==> config.mk <==
export PLATFORM = sky130hd
export DESIGN_NAME = pwm_duty_meter
export DESIGN_NICKNAME = d
export VERILOG_FILES = /design/src/rtl/pwm_duty_meter.sv
export SDC_FILE = /design/constraint.sdc
export NUM_CORES = 1
export LEC_CHECK = 0
export ABC_AREA = 1
export CAP_MARGIN = 20
export CORE_ASPECT_RATIO = 0.5
export CORE_MARGIN = 2
export CORE_UTILIZATION = 40
export DETAILED_ROUTE_END_ITERATION = 16
export GPL_ROUTABILITY_DRIVEN = 0
export PLACE_DENSITY = 0.57
export SLEW_MARGIN = 20
export SYNTH_ARGS = -nofsm -noshare
export SYNTH_HDL_FRONTEND = slang
export SYNTH_SLANG_ARGS = --single-unit
==> constraint.sdc <==
create_clock -name sysclk -period 4.7 [get_ports sysclk]
set_clock_uncertainty 0.05 [all_clocks]
set_input_delay 0.47 -clock sysclk [delete_from_list [all_inputs] [get_ports sysclk]]
set_output_delay 0.47 -clock sysclk [all_outputs]
set_load 0.01 [all_outputs]
==> src/rtl/pwm_duty_meter.sv <==
// PWM duty meter: counts high cycles of a synchronized PWM input over fixed
// windows of 2^WIN_BITS clocks, reports the count with a strobe, flags duty
// changes and detects sustained full-on / full-off levels.
module pwm_duty_meter #(
    parameter int unsigned WIN_BITS    = 6,
    parameter int unsigned HOLD_FRAMES = 4
) (
    input  logic                sysclk,
    input  logic                rst,
    input  logic                Pulse_In,
    output logic [WIN_BITS:0]   Duty,
    output logic                Duty_Valid,
    output logic                Change,
    output logic                Level_High,
    output logic                Level_Low
);

    localparam int unsigned     WinLen = 1 << WIN_BITS;
    localparam logic [WIN_BITS:0] Full = WinLen[WIN_BITS:0];
    localparam logic [3:0]      Hold = HOLD_FRAMES[3:0];

    typedef enum logic {StFirst, StRun} state_e;

    state_e                state;
    logic [1:0]            sync_q;
    logic                  s;
    logic [WIN_BITS-1:0]   win_cnt;
    logic [WIN_BITS:0]     hi_cnt;
    logic [3:0]            full_run;
    logic [3:0]            zero_run;

    logic                  win_last;
    logic [WIN_BITS:0]     new_duty;
    logic [3:0]            full_run_nxt;
    logic [3:0]            zero_run_nxt;

    assign s = sync_q[1];

    // Window-end values: the closing sample is folded into the reported count.
    always_comb begin
        win_last     = &win_cnt;
        new_duty     = hi_cnt + {{WIN_BITS{1'b0}}, s};
        full_run_nxt = 4'd0;
        zero_run_nxt = 4'd0;
        if (new_duty == Full) begin
            full_run_nxt = (full_run == Hold) ? Hold : full_run + 4'd1;
        end
        if (new_duty == '0) begin
            zero_run_nxt = (zero_run == Hold) ? Hold : zero_run + 4'd1;
        end
    end

    // Synchronizer, window counters, and registered outputs with FIRST/RUN state.
    always_ff @(posedge sysclk or posedge rst) begin
        if (rst) begin
            state      <= StFirst;
            sync_q     <= 2'b00;
            win_cnt    <= '0;
            hi_cnt     <= '0;
            full_run   <= 4'd0;
            zero_run   <= 4'd0;
            Duty       <= '0;
            Duty_Valid <= 1'b0;
            Change     <= 1'b0;
            Level_High <= 1'b0;
            Level_Low  <= 1'b0;
        end else begin
            sync_q     <= {sync_q[0], Pulse_In};
            win_cnt    <= win_cnt + 1'b1;
            Duty_Valid <= 1'b0;
            Change     <= 1'b0;
            if (win_last) begin
                hi_cnt     <= '0;
                Duty       <= new_duty;
                Duty_Valid <= 1'b1;
                full_run   <= full_run_nxt;
                zero_run   <= zero_run_nxt;
                Level_High <= (full_run_nxt == Hold);
                Level_Low  <= (zero_run_nxt == Hold);
                case (state)
                    StFirst: begin
                        Change <= 1'b0;
                        state  <= StRun;
                    end
                    default: begin
                        Change <= (new_duty != Duty);
                    end
                endcase
            end else begin
                hi_cnt <= hi_cnt + {{WIN_BITS{1'b0}}, s};
            end
        end
    end

endmodule
# ---- After elaboration in Yosys (flattened, before gate mapping)
# Cells that the tools add are included.
dict set report totals {
  out_inout_bits 11
  mem_bits_rw 0
  regBits 35
  rom_bits 0
  inputBits 3
  mem_count 0
  latchBits 0
}
dict set report classes {
  shift 0
  reduce_logical 2
  n_div 0
  bitwise_logic 0
  n_eq_ne 6
  order_cmp 0
  addsub 4
  n_mux 8
  mul 0
}
# operator count
set ops {}
lappend ops {{$eq A4 B3 Y1 const B} 4}
lappend ops {{$mux W4} 4}
lappend ops {{$add A4 B1 Y4 const B} 2}
lappend ops {{$add A7 B1 Y7} 1}
lappend ops {{$eq A7 B7 Y1 const B} 1}
lappend ops {{$logic_not A7 Y1} 1}
lappend ops {{$mux W7} 1}
lappend ops {{$ne A7 B7 Y1} 1}
lappend ops {{$add A6 B1 Y6 const B} 1}
lappend ops {{$reduce_and A6 Y1} 1}
lappend ops {{$mux W1} 3}

# ---- Longest topological paths before layout
# Gate-level depths: netlist (run 1).
dict set report logic_depth {
  ltp_word 4
  mapped_depth 11
}

# ---- Worst setup path before layout (run 1)
# OpenSTA, ideal clock, no wires.
dict set report synth_path {
  kind {register -> register}
  from {register sync_q[1]}
  to {register zero_run[1]}
  setup_ps 83
  stages_incl_launch_ff 10
  required_ps 4567
  path_buffers 0
  arrival_ps 1525
  synth_period_minus_slack_ps 1658
  path_slack_ps 3042
  cell_sequence {dfrtp_1 -> ha_1 -> ha_1 -> nand3_1 -> nand2_1 -> nand2_1 -> nand3_2 -> nor2_4 -> nand3_1 -> o21ai_0}
}
dict set report synth_via {
  elab_chain_len 3
}
# element line
set synth_rtl {}
lappend synth_rtl {{from (decl)} 25} ;# logic [1:0] sync_q;
lappend synth_rtl {{from (signal assigned)} 68} ;# sync_q <= {sync_q[0], Pulse_In};
lappend synth_rtl {{$add A7 B1 Y7} 42} ;# new_duty = hi_cnt + {{WIN_BITS{1'b0}}, s};
lappend synth_rtl {{$logic_not A7 Y1} 48} ;# if (new_duty == '0) begin
lappend synth_rtl {{$mux W4} 48}
lappend synth_rtl {{to (signal assigned)} 77} ;# zero_run <= zero_run_nxt;
lappend synth_rtl {{to (decl)} 30} ;# logic [3:0] zero_run;
# Every way passes these cells.
# A chain may end at the register's enable or synchronous reset.

# ---- Worst setup path after layout (run 1)
dict set report layout_path {
  from {register sync_q[1]}
  to {register full_run[1]}
}
dict set report layout_via {
  elab_chain_len 3
}
# element line
set layout_rtl {}
lappend layout_rtl {{$add A7 B1 Y7} 42}
lappend layout_rtl {{$eq A7 B7 Y1} 45} ;# if (new_duty == Full) begin
lappend layout_rtl {{$mux W4} 45}
lappend layout_rtl {{to (signal assigned)} 76} ;# full_run <= full_run_nxt;
lappend layout_rtl {{to (decl)} 29} ;# logic [3:0] full_run;
# Every way passes these cells.

==> results.txt, run 1 <==
----------------------------------------------------
[Status]
  Run status ... complete, no violations

[Worst setup path]
  R2r setup slk ... 2830 ps
  Endpoint arrival time on the critical path ... 2020 ps
  Cell depth of the worst flop-to-flop path ... 9
  Cell family with the largest share of critical-path delay ... simple AND/OR/NAND/NOR gates
  Crit path launch type ... flip-flop
  Critical R2R Capture ... full_run[1]
  Required time of the critical path ... 4860 ps
  Maximum net fanout on the critical path ... 6
  Worst Setup SP ... sync_q[1]
  Number of buffers and inverters on the critical path ... 0
  Slowest stage delay, CP ... 370 ps
  Cell with the largest stage delay on the worst path ... dfrtp_1
  Critical path class ... flip-flop to flip-flop
  CP cell instances ... ha_1 > ha_1 > nand3_1 > nand2_1 > nand2_1 > nand3_2 > nor2_4 > nand3_1 > o21ai_1
  Launch instance of the worst register-to-register path ... sync_q[1]
  Type of element capturing the critical path ... flip-flop

[Logic synthesis]
  Fraction of synthesized cell area in xor and xnor cells ... 2.913%
  Synthesized-area fraction occupied by ao, oa, aoi and oai cells ... 4.161%
  Net count of the mapped netlist ... 234
  Biggest area consumer among synthesized cells ... dfrtp_1
  Fraction of synthesized cell area taken by the top area cell type ... 48.54%
  Synthesized instance count ... 224
  Largest cells by area after synthesis ... dfrtp_1 (49%), nand2_1 (14%), inv_1 (5.2%), nand3_1 (5.0%), ha_1 (4.9%)
  Post-Synth Simple-Gate Area ... 32.11%
  Sequential share of the synthesized area ... between 40% and 50%
  EDFF count, synth ... 0
  Async SR Flop Fraction ... 100.0%
  Main combinational cell family by area after synthesis ... simple AND/OR/NAND/NOR gates
  Top_reg_cell synth ... dfrtp_1
  Average footprint of a synthesized cell ... 8.055 sq um
  Fraction of synthesized area in multiplexers ... 0%
  Post-synthesis instance area ... 1804 sq um
  Most used standard cells in the synthesized netlist ... nand2_1 (69), dfrtp_1 (35), inv_1 (25)
  Most repeated cell in the gate-level netlist after synthesis ... nand2_1
  Number of synthesized register bits ... 35
  Adder-cell share of the synthesized area ... 4.854%
  Synth warn ... 0
  Yosys cell types ... 26

[Detailed routing]
  Starting DRC count in detailed routing ... approximately 110
  Via density per instance ... 4.775
  DR DRC count ... 0
  Total routed wirelength ... roughly 3500 um
  Number of iterations in the first detailed-routing pass ... 4
  Via count of the routed design ... approximately 1400
  Final antenna-violating net count ... 0
  Average routed wire per standard cell ... 11.64 um

[Floorplan]
  CORE AREA ... 4360 sq um
  Top-level port count ... 14
  Starting Density ... 41.38%
  Total Die Area ... 5096 sq um
  Die Y ... 51.49 um
  Core Rows ... 17
  Die width ... 98.98 um

[Finish]
  Synthesis-to-finish area growth ... 15.33%
  Multi-input combinational cell area ... 794.5 sq um
  Finished Core Util ... roughly 48%
  Filler cell count ... 414
  Fraction of layout cells with a size suffix above 1 ... 8.299%
  Final net count ... 250
  Diode count ... 0
  Sequential cell area ... 875.8 sq um

[STA]
  Final number of hold-violating endpoints ... 0
  Slew Viols, Final ... 0
  Maximum operating frequency ... between 0.5 and 0.6 GHz
  Fin Setup TNS ... 0 ps
  Pin slew with the least headroom to its limit ... 450.7 ps
  Final clock period utilization by the worst path ... 39.68%
  Final-layout worst hold slack ... 318.7 ps
  Post-layout min period ... 1865 ps
  Unrepaired setup endpoints after global routing ... no
  Number of setup violations in the final report ... 0
  Slew HR ... between 60% and 70%

[Pwr]
  Total Power Consumption ... about 0.82 mW
  Maximum ir drop on the vdd rail ... 157.8 uV
  Leakage ... about 1.1 nW
  Pwr dens ... just under 400 nW/um^2

[Clocking]
  CTS buffer count ... 5
  Cell chosen for the clock root ... clkbuf_8
  Maximum buffer depth of the clock tree ... 2
  Clock tree sinks ... 35
  Clock insertion delay at the later pin of the skew report ... 280 ps
  Post-cts gate resize count ... 0
  Register clock-pin slew on the reported worst setup and hold paths ... 70 ps
  Total number of H-tree levels ... 2
  CTS tree ... done
  Post-CTS Hold Fix Bufs ... 0
  Post-CTS repair timing setup buffer count ... 0

[Place]
  IO Port Bufs ... 13
  Sum of net half-perimeters after detailed placement ... approximately 2400 um

[Global routing]
  Largest net degree at the start of global routing ... 36
  Vias in the first global route ... 1290
  Global routing usage summed across all routing layers ... roughly 15%
  Global-route congestion overflow total ... 0
  Antenna violations before repair ... 0
  Wire length of the first global-routing pass ... 5947 um

[Hold path]
  Cell depth of the worst min-delay path ... 0
  Path type of the worst min-delay path ... flip-flop to flip-flop
  Worst Hold Endpoint ... sync_q[1]
  Worst Min Path Start ... sync_q[0]

[Job]
  Number of max-cap violations ... 0

----------------------------------------------------
==> worst reg2reg max path, cell delays in order, from the launching register on <==
cell and delay (ps):
dfrtp_1 370, ha_1 240, ha_1 260, nand3_1 180, nand2_1 70, nand2_1 110, nand3_2 150, nor2_4 200
nand3_1 90, o21ai_1 80
==> flip-flops by register name, summed over array words and instances (netlist names) <==
name,count
zero_run,4
Duty_Valid,1
state,1
hi_cnt,7
sync_q,2
full_run,4
Level_High,1
Duty,7
Change,1
Level_Low,1
win_cnt,6
==> routing by layer <==
layer,wire length [um],GRT usage (%),vias to the layer above
li1,-,-,733
met1,1800,21.41,657
met2,1454,22.75,28
met3,169,4.301,5
met4,46,6.164,0
met5,0,0,-
==> cells by family after synthesis <==
group / Yosys count
adders and majority gates: 7
AOI/OAI and AO/OA: 14
buffers and inverters: 32
and+or+nand+nor: 130
xor gates and xnor gates: 6
DFF: 35
==> area by class of cell <==
cell class / count / area share [%]
flip-flops and latches: 35 / 42.09
inverters: 27 / 4.871
multi-input cells: 157 / 38.18
well taps: 57 / 3.428
clock buffers: 8 / 4.811
repair buffers: 14 / 6.615
==> worst max-delay path by stage <==
| stage | endpoint | slack, ps | cells past startpoint |
|---|---|---|---|
| after floorplan | zero_run[1] | 3040 | 9 |
| after global placement | full_run[0] | 2860 | 11 |
| after detailed placement | full_run[1] | 2840 | 9 |
| after CTS | full_run[1] | 2820 | 11 |
| after global routing | full_run[0] | 2650 | 9 |
| final | full_run[1] | 2830 | 9 |
==> placed cells by master, fill, tap and decap left out <==
cell / count
ha_1: 7
o21bai_1: 2
o21ai_0: 8
xor2_1: 5
xnor2_1: 1
or2_2: 1
nand4_1: 6
clkbuf_8: 7
dfrtp_1: 35
nor2_2: 2
or2_4: 1
inv_1: 25
clkbuf_1: 1
clkdlybuf4s50_1: 13
o21ai_1: 2
buf_4: 1
a21oi_1: 2
nor3_1: 1
nand3_2: 1
nor2_1: 23
nand3_1: 18
nand3b_1: 3
nand2_1: 69
nand2_2: 3
inv_2: 2
nor2_4: 2
==> report_power, final <==
part / total, mW / internal, mW / switching (mW)
clock network: 0.241 / 0.134 / 0.107
registers: 0.364 / 0.329 / 0.0348
logic: 0.219 / 0.0778 / 0.141
total: 0.824 / 0.541 / 0.283
==> stage by stage <==
step / worst slack (ps) / cells / instance area (sq um)
6_report: 2835 / 298 / 2081
4_1_cts: 2818 / 298 / 2081
2_1_floorplan: 3042 / 224 / 1804
5_1_grt: 2648 / 298 / 2081
3_5_place_dp: 2836 / 290 / 1981
3_3_place_gp: 2856 / 290 / 1981
No activity file was read; power rests on OpenSTA's default activity.
==> run 2: changes to the inputs <==
- clock period: 4.7 -> 1.9 ns (I/O delays scaled with it)
==> run 2 against run 1 <==
  * Count of clock-buffer cells in the layout fell by 1
  * Via count fell by 0.28%
  * Register-to-register slack got worse by 2700 ps
  * Combinational power rose to 2.6 times the previous value
  * Final cell count rose by 0.34%
  * Power rose by 140%
  * Clock power rose by 120%
  * Cell area rose by 0.42%
  * Critical path depth rose by 2
  * Die area did not move
  * First-iteration DRC count fell by 53%
  * Worst setup slack got worse by 2700 ps
  * Critical path type unchanged
==> results.txt, run 2 (synthesized netlist as in run 1, its figures left out) <==
----------------------------------------------------
[Status]
  Run status ... complete, no violations

[Pwr]
  Cell internal pwr ... 1.285 mW (+140%)
  Leakage ... 1.054 nW (-0.60%)
  Part of the total power dissipated in the clock network ... 26.1% (-3.1 points)
  Total net switching power ... 0.7254 mW (+160%)
  Switching power share of the total ... 36.09% (+1.7 points)
  Pwr dens ... 962.0 nW/um^2 (+140%)
  Portion of total power attributed to sequential cells ... 45.2% (+1.0 points)
  Combinational share of power ... 28.7% (+2.1 points)
  Maximum ir drop on the vdd rail ... 309.9 uV (+96%)

[Global routing]
  Wire length of the first global-routing pass ... 5940 um (-0.12%)
  Global-route congestion overflow total ... 0 (unchanged)
  Vias in the first global route ... 1306 (+1.2%)
  Global routing usage summed across all routing layers ... 15.06% (-0.29 points)
  Largest net degree at the start of global routing ... 36 (unchanged)
  Antenna violations before repair ... 0 (unchanged)

[Detailed routing]
  Total routed wirelength ... 3470 um (about the same)
  DR DRC count ... 0 (unchanged)
  Via count of the routed design ... 1419 (-0.28%)
  Starting DRC count in detailed routing ... 50 (-53%)
  Via density per instance ... 4.746 (-0.61%)
  Number of iterations in the first detailed-routing pass ... 4 (unchanged)
  Average routed wire per standard cell ... 11.61 um (-0.31%)
  Final antenna-violating net count ... 0 (unchanged)

[Finish]
  Filler cell count ... 427 (+3.1%)
  Final net count ... 251 (+0.40%)
  Diode count ... 0 (unchanged)
  Fraction of layout cells with a size suffix above 1 ... 9.917% (+1.6 points)
  Sequential cell area ... 875.8 sq um (unchanged)
  Multi-input combinational cell area ... 814.5 sq um (+2.5%)
  Largest registers ... Duty: 7 flops, hi_cnt: 7 flops, win_cnt: 6 flops
  Post-route insts no fill ... 299 (+0.34%)
  Most frequent cells in the layout ... nand2_1 (68), dfrtp_1 (35), inv_1 (25), nor2_1 (22), nand3_1 (18)
  Commonest non-fill, non-tap cell in the layout ... nand2_1
  Synthesis-to-finish area growth ... 15.81%

[Clocking]
  Maximum buffer depth of the clock tree ... 2 (unchanged)
  CTS tree ... done
  Clock tree sinks ... 35 (unchanged)
  Clock insertion delay at the later pin of the skew report ... 290 ps (about the same)
  Post-CTS Hold Fix Bufs ... 0 (unchanged)
  Post-CTS repair timing setup buffer count ... 0 (unchanged)
  Register clock-pin slew on the reported worst setup and hold paths ... 70 ps (about the same)
  CTS buffer count ... 5 (unchanged)
  Total number of H-tree levels ... 2 (unchanged)
  Cell chosen for the clock root ... clkbuf_8
  Post-cts gate resize count ... 0 (unchanged)

[STA]
  Slew HR ... 69.56% (-0.39 points)
  Final clock period utilization by the worst path ... 91.59% (+52 points)
  Pin slew with the least headroom to its limit ... 456.5 ps (+5.785 ps)
  Unrepaired setup endpoints after global routing ... no
  Slew Viols, Final ... 0 (unchanged)
  Final number of hold-violating endpoints ... 0 (unchanged)
  Post-layout min period ... 1740 ps (-125.0 ps)
  Maximum operating frequency ... 0.5747 GHz (+7.2%)
  Fin Setup TNS ... 0 ps (unchanged)
  Number of setup violations in the final report ... 0 (unchanged)

[Floorplan]
  Die Y ... 51.49 um (unchanged)
  Starting Density ... 41.38% (unchanged)
  Top-level port count ... 14 (unchanged)
  Die width ... 98.98 um (unchanged)
  Core Rows ... 17 (unchanged)
  Total Die Area ... 5096 sq um (unchanged)
  CORE AREA ... 4360 sq um (unchanged)

[Worst setup path]
  Type of element capturing the critical path ... flip-flop
  CP cell instances ... ha_2 > ha_4 > inv_1 > nand2_1 > nand2_2 > nand2_1 > nor2_2 > nand2_2 > nor2_4 > nand3_1 > o21ai_1
  Maximum net fanout on the critical path ... 6 (unchanged)
  Crit path launch type ... flip-flop
  Critical path class ... flip-flop to flip-flop
  Slowest stage delay, CP ... 370 ps (about the same)
  Required time of the critical path ... 2060 ps (-2800 ps)
  Cell with the largest stage delay on the worst path ... dfrtp_1
  Endpoint arrival time on the critical path ... 1900 ps (-120 ps)

[Job]
  Number of max-cap violations ... 0 (unchanged)

[Hold path]
  Path type of the worst min-delay path ... primary input to async pin

[Place]
  IO Port Bufs ... 13 (unchanged)
  Number of placed instances, taps included ... 291 (+0.34%)
  Sum of net half-perimeters after detailed placement ... 2442 um (-0.19%)

----------------------------------------------------
-- run 2: cell types whose count changed in the layout (fill, tap and decap cells not counted), sizes merged --
cell,before,now
clkbuf,8,7
clkinv,0,1
buf,1,2
-- run 2: per-stage QoR --
step,total power [mW],hold WS [ps],area [sq um],setup slack (ps),utilization (%)
floorplan,1.364,171.4,1804,242.2,-
global placement,1.455,291.7,1988,49.05,45.60
detailed placement,1.463,302.4,1988,30.78,45.60
CTS,1.998,261.3,2069,1.333,47.46
global route,2.165,287.5,2090,7.586,47.92
finish,2.010,247.6,2090,159.8,47.92
-- run 2: worst paths after layout --
kind,cells after the start,startpoint,slack (ps),end
max,11,sync_q[1],160,full_run[0]
min,3,rst,250,win_cnt[5]
max reg2reg,11,sync_q[1],160,full_run[0]
min reg2reg,0,sync_q[0],320,sync_q[1]
max in group asynchronous,3,rst,1230,Duty[3]
min in group sysclk,1,Pulse_In,290,sync_q[0]
-- run 2: final cells by class --
class                           count  share of cell area (%)
Clock buffer                        7                   3.653
Clock inverter                      1                  0.2395
Inverter                           27                   4.850
Multi-Input combinational cell    157                   38.98
Sequential cell                    35                   41.92
Tap cell                           57                   3.413
Timing Repair Buffer               15                   6.946
-- run 2: metal layers --
layer,global-route usage (%),up-vias,wire length [um]
met1,20.86,663,1825
li1,-,734,-
met2,22.41,17,1501
met4,6.164,0,39
met3,4.301,5,104
met5,0,-,0
-- run 2: power by group through the flow --
stage	Clock (mW)	Sequential [mW]	Combinational [mW]
2_1_floorplan	0	0.878	0.487
3_3_place_gp	0	0.913	0.542
3_5_place_dp	0	0.915	0.548
4_1_cts	0.547	0.900	0.550
5_1_grt	0.567	0.919	0.679
6_report	0.525	0.909	0.576
-- run 2: critical path, delay by kind of cell (launching register included) --
kind / cells / cell delay (ps)
AOI/OAI and AO/OA: 1 / 90
and+or+nand+nor: 7 / 680
buffers and inverters: 1 / 70
DFF: 1 / 370
adders and majority gates: 2 / 390
==> run 3: changes to the inputs <==
- ABC_AREA: 1 -> 0
- CORE_UTILIZATION: 40 -> 61
- PLACE_DENSITY: 0.57 -> 0.82
- clock period: 1.9 -> 2.1 ns (I/O delays scaled with it)
==> run 3 against run 2 <==
  * Synthesized area is 4.8% lower
  * Critical path depth decreased by 4
  * Die area down 36%
  * Synthesized cell count down 25%
  * Count of clock-buffer cells in the layout down 2
  * Register-to-register slack got worse by 130 ps
  * Final cell count shrank 22%
  * Sequential power is 8.5% lower
  * First-iteration DRC count rose by 48%
  * Wire length grew 1.7%
  * Maximum frequency down 16%
  * Critical endpoint is now full_run[2]
  * Highest routed layer unchanged
==> results.txt, run 3 <==
----------------------------------------------------
[Status]
  Run status ... complete, no violations

[Detailed routing]
  DR DRC count ... 0 (unchanged)
  Final antenna-violating net count ... 0 (unchanged)
  Average routed wire per standard cell ... 15.21 um (+31%)
  Starting DRC count in detailed routing ... 74 (+48%)
  Via density per instance ... 5.711 (+20%)
  Number of iterations in the first detailed-routing pass ... 4 (unchanged)
  Total routed wirelength ... 3529 um (+1.7%)
  Via count of the routed design ... 1325 (-6.6%)

[Worst setup path]
  Required time of the critical path ... 2260 ps (+200 ps)
  CP cell instances ... ha_2 > ha_4 > or3_4 > a2111oi_4 > buf_4 > nand3b_1 > a21oi_2
  Type of element capturing the critical path ... flip-flop
  Endpoint arrival time on the critical path ... 2230 ps (+330 ps)
  Slowest stage delay, CP ... 420 ps (+50 ps)
  Crit path launch type ... flip-flop
  Maximum net fanout on the critical path ... 4 (-2)
  Cell with the largest stage delay on the worst path ... a2111oi_4
  Critical path class ... flip-flop to flip-flop

[Place]
  Cell area after placement ... 1958 sq um (-1.5%)
  DP Worst Slack ... -6.512 ps (-37.30 ps)
  IO Port Bufs ... 13 (unchanged)
  Sum of net half-perimeters after detailed placement ... 2353 um (-3.6%)

[STA]
  Final clock period utilization by the worst path ... 98.44% (+6.9 points)
  Final number of hold-violating endpoints ... 0 (unchanged)
  Slack of the critical path ... 32.77 ps (-127.0 ps)
  Slew HR ... 70.81% (+1.2 points)
  Slew Viols, Final ... 0 (unchanged)
  Pin slew with the least headroom to its limit ... 437.9 ps (-18.61 ps)
  Unrepaired setup endpoints after global routing ... yes
  Number of setup violations in the final report ... 0 (unchanged)
  Fin Setup TNS ... 0 ps (unchanged)
  Maximum operating frequency ... 0.4837 GHz (-16%)
  Post-layout min period ... 2067 ps (+327.0 ps)

[Finish]
  Commonest non-fill, non-tap cell in the layout ... dfrtp_1
  Filler cell count ... 152 (-64%)
  Final net count ... 204 (-19%)
  Most frequent cells in the layout ... dfrtp_1 (35), nand2_1 (22), clkdlybuf4s50_1 (13), inv_1 (11), buf_4 (11)
  Largest registers ... Duty: 7 flops, hi_cnt: 7 flops, win_cnt: 6 flops
  Post-layout instance area ... 2122 sq um (+1.6%)
  Synthesis-to-finish area growth ... 23.53%
  Diode count ... 0 (unchanged)
  Fraction of layout cells with a size suffix above 1 ... 18.46% (+8.5 points)

[Clocking]
  CTS buffer count ... 5 (unchanged)
  Maximum buffer depth of the clock tree ... 2 (unchanged)
  CTS tree ... done
  Register clock-pin slew on the reported worst setup and hold paths ... 70 ps (about the same)
  Post-CTS Hold Fix Bufs ... 0 (unchanged)
  Clock tree sinks ... 35 (unchanged)
  Cell chosen for the clock root ... clkbuf_8
  Total number of H-tree levels ... 2 (unchanged)
  Post-CTS repair timing setup buffer count ... 0 (unchanged)
  Clock insertion delay at the later pin of the skew report ... 290 ps (about the same)

[Global routing]
  Vias in the first global route ... 1293 (-1.0%)
  Wire length of the first global-routing pass ... 5796 um (-2.4%)
  Global routing usage summed across all routing layers ... 23.43% (+8.4 points)
  Antenna violations before repair ... 0 (unchanged)
  Largest net degree at the start of global routing ... 36 (unchanged)
  Global-route congestion overflow total ... 0 (unchanged)

[Logic synthesis]
  Synth warn ... 0 (unchanged)
  Async SR Flop Fraction ... 100.0% (unchanged)
  Net count of the mapped netlist ... 178 (-24%)
  Sequential share of the synthesized area ... 50.98% (+2.4 points)
  Most used standard cells in the synthesized netlist ... dfrtp_1 (35), nand2_1 (22), inv_1 (11)
  Fraction of synthesized cell area taken by the top area cell type ... 50.98% (+2.4 points)
  Yosys cell types ... 37 (+42%)
  Biggest area consumer among synthesized cells ... dfrtp_1
  Synthesized instance count ... 168 (-25%)
  Number of synthesized register bits ... 35 (unchanged)
  Largest cells by area after synthesis ... dfrtp_1 (51%), ha_1 (5.1%), nand2_1 (4.8%), xnor2_1 (4.6%), xor2_1 (3.6%)
  EDFF count, synth ... 0 (unchanged)
  Post-synthesis instance area ... 1718 sq um (-4.8%)
  Most repeated cell in the gate-level netlist after synthesis ... dfrtp_1
  Top_reg_cell synth ... dfrtp_1
  Average footprint of a synthesized cell ... 10.23 sq um (+27%)

[Hold path]
  Path type of the worst min-delay path ... primary input to async pin

[Pwr]
  Combinational share of power ... 30.6% (+1.9 points)
  Pwr dens ... 881.7 nW/um^2 (-8.4%)
  Switching power share of the total ... 32.63% (-3.5 points)
  Part of the total power dissipated in the clock network ... 24.9% (-1.2 points)
  Maximum ir drop on the vdd rail ... 531.4 uV (+71%)
  Total net switching power ... 0.6104 mW (-16%)
  Cell internal pwr ... 1.261 mW (-1.9%)
  Portion of total power attributed to sequential cells ... 44.5% (-0.7 points)
  Leakage ... 0.9458 nW (-10%)

[Floorplan]
  CORE AREA ... 2635 sq um (-40%)
  Starting Density ... 65.19% (+24 points)
  Total Die Area ... 3283 sq um (-36%)
  Die Y ... 41.53 um (-19%)
  Top-level port count ... 14 (unchanged)
  Die width ... 79.05 um (-20%)
  Core Rows ... 13 (-4)

[Job]
  Number of max-cap violations ... 0 (unchanged)

----------------------------------------------------
==> run 3: final cells by class <==
cell class	instances	area, sq um	area share (%)
sequential	35	875.8	41.27
multi-input combinational	117	862.1	40.62
timing repair buffer	24	212.7	10.02
clock buffer	5	68.82	3.243
tap	37	46.29	2.182
inverter	11	41.29	1.946
clock inverter	3	15.01	0.7075
==> run 3: what timing repair did <==
item | in CTS | in global routing
setup endpoints to repair | 6 | 11
resized for setup | 4 | 11
pin swaps | 4 | 5
==> run 3: cells by family (layout without fill, tap and decap cells) <==
group | Yosys count | after routing | synth area share (%)
xor gates and xnor gates | 17 | 17 | 9.105
buffers and inverters | 16 | 43 | 3.496
AOI/OAI and AO/OA | 34 | 34 | 13.91
and+or+nand+nor | 57 | 57 | 16.17
adders and majority gates | 7 | 7 | 5.098
DFF | 35 | 35 | 50.98
muxes | 2 | 2 | 1.238
==> run 3: worst max-delay path: cells and delay by family (launching register included) <==
family	cells	cell delay (ps)
buf+inv	1	210
fa+ha+maj	2	380
simple gates	2	420
compound gates	2	550
flops	1	380
==> run 3: final timing paths <==
path	from	to	slack (ps)	cells past startpoint
setup / recovery	sync_q[1]	full_run[2]	30	7
max in group asynchronous	rst	Duty[1]	1420	3
hold / removal	rst	full_run[1]	270	3
hold reg to reg	sync_q[0]	sync_q[1]	340	0
min in group sysclk	Pulse_In	sync_q[0]	310	1
setup reg to reg	sync_q[1]	full_run[2]	30	7
==> run 3: power groups by stage <==
stage               combinational [mW]  clock [mW]  sequential, mW
floorplan                        0.363           0           0.801
global placement                 0.489           0           0.830
detailed placement               0.498           0           0.832
CTS                              0.522       0.477           0.820
global route                     0.626       0.504           0.842
finish                           0.573       0.466           0.832
==> run 3: routing by layer <==
layer	vias to the layer above	routed length, um	global-route usage (%)
met5	-	0	0
met4	0	51	5.862
met3	7	152	8.043
met2	31	1747	39.32
met1	645	1578	29.52
li1	642	-	-
==> run 3: stage by stage <==
step	hold WS [ps]	utilization [%]	std cells	total power, mW
floorplan	191.4	-	168	1.164
detailed placement	316.8	74.31	224	1.330
finish	269.3	80.53	232	1.871
global placement	307.9	74.31	224	1.318
CTS	278.0	78.25	232	1.819
global route	299.1	80.53	232	1.972
